### config.mk
export PLATFORM = sky130hd
export DESIGN_NAME = watch_bcd_rtc
export DESIGN_NICKNAME = d
export VERILOG_FILES = /design/src/rtl/watch_bcd_rtc.sv
export SDC_FILE = /design/constraint.sdc
export NUM_CORES = 1
export LEC_CHECK = 0
export ABC_CLOCK_PERIOD_IN_PS = 4500
export BUFFER_PORTS_ARGS = -buffer_cell sky130_fd_sc_hd__buf_2
export CAP_MARGIN = 20
export CELL_PAD_IN_SITES_DETAIL_PLACEMENT = 2
export CELL_PAD_IN_SITES_GLOBAL_PLACEMENT = 2
export CORE_MARGIN = 5
export CORE_UTILIZATION = 37
export DETAILED_ROUTE_END_ITERATION = 16
export GPL_TIMING_DRIVEN = 1
export PLACE_DENSITY_LB_ADDON = 0.1
export SYNTH_ARGS = -nofsm -noshare
export SYNTH_HDL_FRONTEND = slang
export SYNTH_SLANG_ARGS = --single-unit
### constraint.sdc
create_clock -name clk -period 4.5 [get_ports clk]
set_clock_uncertainty 0.05 [all_clocks]
set_input_delay 0.225 -clock clk [delete_from_list [all_inputs] [get_ports clk]]
set_output_delay 0.225 -clock clk [all_outputs]
set_load 0.03 [all_outputs]
### src/rtl/watch_bcd_rtc.sv
// BCD real-time clock: 24h internal time with prescaler, run/pause, handshaked set, 12h display mapping and tick strobes.
// Optional alarm compare (alarm_hit) is built when ALARM_CMP_EN is defined.
module watch_bcd_rtc #(
  parameter int CLK_DIV = 100000000,
  parameter int RST_HD  = 0,
  parameter int RST_HO  = 0,
  parameter int RST_MD  = 0,
  parameter int RST_MO  = 0,
  localparam int CNT_W  = $clog2(CLK_DIV)
) (
  input  logic       clk,
  input  logic       rstn,
  input  logic       run,
  input  logic       mode12,
  input  logic       set_valid,
  input  logic [3:0] set_hd,
  input  logic [3:0] set_ho,
  input  logic [3:0] set_md,
  input  logic [3:0] set_mo,
  input  logic [3:0] set_sd,
  input  logic [3:0] set_so,
  output logic       set_ack,
  output logic       set_err,
  output logic [3:0] hd_now,
  output logic [3:0] ho_now,
  output logic [3:0] md_now,
  output logic [3:0] mo_now,
  output logic [3:0] sd_now,
  output logic [3:0] so_now,
  output logic       pm,
  output logic       sec_tick,
`ifdef ALARM_CMP_EN
  input  logic [3:0] al_hd,
  input  logic [3:0] al_ho,
  input  logic [3:0] al_md,
  input  logic [3:0] al_mo,
  input  logic       al_en,
  output logic       alarm_hit,
`endif
  output logic       min_tick
);

  logic [CNT_W-1:0] cnt_q, cnt_d;
  logic [3:0] hd_q, hd_d, ho_q, ho_d, md_q, md_d, mo_q, mo_d, sd_q, sd_d, so_q, so_d;
  logic       ack_q, ack_d, err_q, err_d, sec_tick_q, sec_tick_d, min_tick_q, min_tick_d;
  logic       wrap, sec_wrap, min_wrap, set_ok;
`ifdef ALARM_CMP_EN
  logic       alarm_q, alarm_d;
`endif

  assign wrap     = run && (cnt_q == CNT_W'(CLK_DIV - 1));
  assign sec_wrap = (sd_q == 4'd5) && (so_q == 4'd9);
  assign min_wrap = (md_q == 4'd5) && (mo_q == 4'd9);
  assign set_ok   = (set_hd <= 4'd2) && (set_ho <= 4'd9) &&
                    ((set_hd < 4'd2) || (set_ho <= 4'd3)) &&
                    (set_md <= 4'd5) && (set_mo <= 4'd9) &&
                    (set_sd <= 4'd5) && (set_so <= 4'd9);

  // NOTE: every variable gets a default at the top of the block so no path can infer a latch.
  always_comb begin
    cnt_d      = cnt_q;
    hd_d       = hd_q;
    ho_d       = ho_q;
    md_d       = md_q;
    mo_d       = mo_q;
    sd_d       = sd_q;
    so_d       = so_q;
    ack_d      = 1'b0;
    err_d      = 1'b0;
    sec_tick_d = 1'b0;
    min_tick_d = 1'b0;
`ifdef ALARM_CMP_EN
    alarm_d    = 1'b0;
`endif
    // Any set request owns the cycle: a coinciding second advance is dropped.
    if (set_valid) begin
      if (set_ok) begin
        hd_d  = set_hd;
        ho_d  = set_ho;
        md_d  = set_md;
        mo_d  = set_mo;
        sd_d  = set_sd;
        so_d  = set_so;
        cnt_d = '0;
        ack_d = 1'b1;
      end else begin
        err_d = 1'b1;
      end
    end else if (wrap) begin
      cnt_d      = '0;
      sec_tick_d = 1'b1;
      so_d       = (so_q == 4'd9) ? 4'd0 : so_q + 4'd1;
      if (so_q == 4'd9) sd_d = (sd_q == 4'd5) ? 4'd0 : sd_q + 4'd1;
      if (sec_wrap) begin
        min_tick_d = 1'b1;
        mo_d       = (mo_q == 4'd9) ? 4'd0 : mo_q + 4'd1;
        if (mo_q == 4'd9) md_d = (md_q == 4'd5) ? 4'd0 : md_q + 4'd1;
        if (min_wrap) begin
          if (hd_q == 4'd2 && ho_q == 4'd3) begin
            hd_d = 4'd0;
            ho_d = 4'd0;
          end else if (ho_q == 4'd9) begin
            hd_d = hd_q + 4'd1;
            ho_d = 4'd0;
          end else begin
            ho_d = ho_q + 4'd1;
          end
        end
`ifdef ALARM_CMP_EN
        alarm_d = al_en && ({hd_d, ho_d, md_d, mo_d} == {al_hd, al_ho, al_md, al_mo});
`endif
      end
    end else if (run) begin
      cnt_d = cnt_q + CNT_W'(1);
    end
  end

  // NOTE: state registers use non-blocking assignments so all flops update together at the edge.
  always_ff @(posedge clk or negedge rstn) begin
    if (!rstn) begin
      cnt_q      <= '0;
      hd_q       <= 4'(RST_HD);
      ho_q       <= 4'(RST_HO);
      md_q       <= 4'(RST_MD);
      mo_q       <= 4'(RST_MO);
      sd_q       <= 4'd0;
      so_q       <= 4'd0;
      ack_q      <= 1'b0;
      err_q      <= 1'b0;
      sec_tick_q <= 1'b0;
      min_tick_q <= 1'b0;
    end else begin
      cnt_q      <= cnt_d;
      hd_q       <= hd_d;
      ho_q       <= ho_d;
      md_q       <= md_d;
      mo_q       <= mo_d;
      sd_q       <= sd_d;
      so_q       <= so_d;
      ack_q      <= ack_d;
      err_q      <= err_d;
      sec_tick_q <= sec_tick_d;
      min_tick_q <= min_tick_d;
    end
  end

`ifdef ALARM_CMP_EN
  always_ff @(posedge clk or negedge rstn) begin
    if (!rstn) alarm_q <= 1'b0;
    else       alarm_q <= alarm_d;
  end
  assign alarm_hit = alarm_q;
`endif

  // 12h display: 00 shows as 12, 13..23 fold down to 01..11; pm marks 12..23.
  always_comb begin
    hd_now = hd_q;
    ho_now = ho_q;
    pm     = 1'b0;
    if (mode12) begin
      if (hd_q == 4'd0) begin
        if (ho_q == 4'd0) begin
          hd_now = 4'd1;
          ho_now = 4'd2;
        end
      end else if (hd_q == 4'd1) begin
        pm = (ho_q >= 4'd2);
        if (ho_q >= 4'd3) begin
          hd_now = 4'd0;
          ho_now = ho_q - 4'd2;
        end
      end else begin
        pm = 1'b1;
        if (ho_q <= 4'd1) begin
          hd_now = 4'd0;
          ho_now = ho_q + 4'd8;
        end else begin
          hd_now = 4'd1;
          ho_now = ho_q - 4'd2;
        end
      end
    end
  end

  assign md_now   = md_q;
  assign mo_now   = mo_q;
  assign sd_now   = sd_q;
  assign so_now   = so_q;
  assign set_ack  = ack_q;
  assign set_err  = err_q;
  assign sec_tick = sec_tick_q;
  assign min_tick = min_tick_q;

endmodule
==> flow_summary.toml <==
[run_status]
status = "complete, but fails checks"
violations = "hold timing"

[grt]
gr-total-overflow = 0
grt_pass1_wl_um = 17660
antenna_found_initial = 0
track_usage_pct = 19.19
grt_max_degree = 56
grt_pass1_vias = 3487

[sta]
slew_headroom_pct = 48.48
slew_viol_final = 0
whs_ns = -0.006159
finalWorstSetupSlack_ns = 1.776
tightest_slew_ns = 0.7686
hold_violations = 4
rsz0062_at_grt = "no"
fin_crit_sh_pct = 60.54
fmax_mhz = 367.1
fin_crit_ns = 2.724
final-setup-viol-count = 0
setup_tns_ns = 0

[clock_tree]
cts_buffers = 5
clk_pin_slew_ns = 0.10
root_buffer = "clkbuf_8"
holdBufCountCts = 0
cts_resized = 0
cts_tree = "built"
htreeDepth = 2
post_cts_buffers = 0
cts_sinks = 55
clock_path_buffers = 2
clk_latency_ns = 0.31

[setup_path]
cp_cell_sequence = "and4bb_2 > and3_1 > and2_0 > a41oi_4 > nor2_4 > mux2_1"
critPathLaunchType = "flop"
critPathKind = "reg -> reg"
max_stage_delay_ns = 0.51
r2r-start = "so_now[1]"
crit_path_max_fanout = 10
cp.required_ns = 4.65
cp-end-kind = "flop"
worstSetupEndpoint = "hd_q[3]"
slowest_stage = "and2_0"
r2r_cells = 6
worst_ep_arrival_time_ns = 2.88
r2r_slack_ns = 1.78
crit_path_start = "so_now[1]"
r2r_end = "hd_q[3]"

[power]
p_per_area_nw_per_um2 = 291.3
peakVddDrop_uv = 140.2
p_leak_nw = 1.766

[yosys]
synth_top_area_share_pct = 39.73
synth_fp_nets = 421
ys_seq_elements = 55
synthCells = 385
synth_edf_count = 0
syn_area_um2 = 3465
ys_top_cells_by_count = "55 x dfrtp_1, 51 x nor2_1, 31 x nand2_1"
yosys.area.top_type = "dfrtp_1"
synth_async_sr_flop_share_pct = 100.0
ys_top_cells_by_area = "dfrtp_1 40%, nor2_1 5.5%, xor2_1 5.1%, nand2_1 3.4%, o21ai_0 3.2%"
yosysUniqueCellTypes = 67
syn_avg_cell_area_um2 = 8.999
yosysMostFrequentCell = "dfrtp_1"
yosysWarnings = 0
yosysSeqAreaShare_pct = 39.73
synth_ff_type = "dfrtp_1"

[drt]
route.detailed.drc = 0
drtAntennaViolNets = 0
wl_per_cell_um = 19.42
drt-initial-drc-count = 68
viasPerCell = 5.695
dr.pass1.iters = 4
num_vias = 3115
finalWirelength_um = 10620

[final_layout]
n_antenna_cell = 0
regArea_um2 = 1376
drive_above_1_share_pct = 19.50
nNetsFinal = 472
fillers = 1067
areaGrowthSynthToFinish_pct = 13.33
multi_input_area_um2 = 1947
fin_cells = 547

[placed_design]
place_hpwl_um = 7866
gp_congestion = 0.7897
pre_cts_ws_ns = 1.761
placed_cells = 540
port_buffers = 57

[die]
coreArea_um2 = 9196
row_count = 35
initial_core_util_pct = 37.67
die_y_um = 106.8
dieWidth_um = 106.8
die_area_um2 = 11400
num_io_pins = 58

[run]
cap_violations = 0

[hold_path]
hold_class = "in -> async"
[state kept, by name, indices dropped and copies added (netlist names)]
name / flops
so_now: 4
sd_now: 4
hd_q: 4
set_ack: 1
min_tick: 1
ho_q: 4
set_err: 1
md_now: 4
mo_now: 4
sec_tick: 1
cnt_q: 27
[critical path, delay by kind of cell, from the launching register on]
family          cells  cell delay, ns
compound gates      1            0.33
flops               1            0.47
mux                 1            0.34
simple gates        4            1.42
[cell type report]
type	count	share of cell area (%)
Timing Repair Buffer	59	7.648
Inverter	15	1.562
Clock inverter	1	0.7648
Clock buffer	6	1.848
Sequential cell	55	35.05
Multi-Input combinational cell	300	49.59
Tap cell	111	3.537
[cells by family (layout without fill, tap and decap cells)]
kind of cell,Yosys count,in the layout,share of synthesized area (%)
and+or+nand+nor,178,178,28.82
AOI/OAI and AO/OA,76,76,14.48
DFF,55,55,39.73
buffers and inverters,30,81,4.081
xor gates and xnor gates,29,29,7.331
muxes,10,10,3.034
adders and majority gates,7,7,2.528
[through the flow]
step | util (%) | area, um^2 | total power, W | hold WS (ns)
floorplan | - | 3465 | 0.0007318 | -0.1206
global route | 42.69 | 3926 | 0.001204 | 0.07168
finish | 42.69 | 3926 | 0.001144 | -0.006159
detailed placement | 41.58 | 3824 | 0.0008238 | 0.3754
global placement | 41.58 | 3824 | 0.0008123 | 0.3781
CTS | 42.69 | 3926 | 0.001154 | 0.02579
[cell usage in the layout, fill, tap and decap left out, types with 5 or more instances in the layout]
cell type,synthesis,layout
a21oi_1,19,19
dfrtp_1,55,55
o21ai_0,22,22
xor2_1,20,20
clkbuf_8,0,5
nand3_1,19,19
nor3_1,6,6
nor2b_1,7,7
inv_1,14,14
o31ai_1,5,5
and3_1,11,11
buf_2,4,57
mux2i_1,6,6
nor2_1,51,51
and2_1,6,6
nand2_1,31,31
nand4_1,12,12
xnor2_1,9,9
ha_1,7,7
[worst min-delay path by stage]
stage / to / slack, ns / cells after the start
2_1_floorplan: cnt_q[0] / -0.12 / 0
3_3_place_gp: cnt_q[11] / 0.38 / 2
3_5_place_dp: cnt_q[11] / 0.38 / 2
4_1_cts: cnt_q[11] / 0.03 / 2
5_1_grt: cnt_q[11] / 0.07 / 2
6_report: cnt_q[11] / -0.006 / 2
[routing by layer]
metal	part of all wire, %	GRT usage, %	up-vias
met5	0	0	-
met4	0.66	3.196	0
met3	2.0	2.830	8
met2	50	33.99	38
met1	48	25.17	1601
li1	-	-	1468
[power breakdown]
group / internal (W) / switching [W] / leakage, nW
sequential: 0.000531 / 0.0000542 / 0.697
combinational: 0.0000825 / 0.000144 / 1.02
clock: 0.000164 / 0.000168 / 0.0513
total: 0.000777 / 0.000366 / 1.77
(Power assumes the default switching activity.)
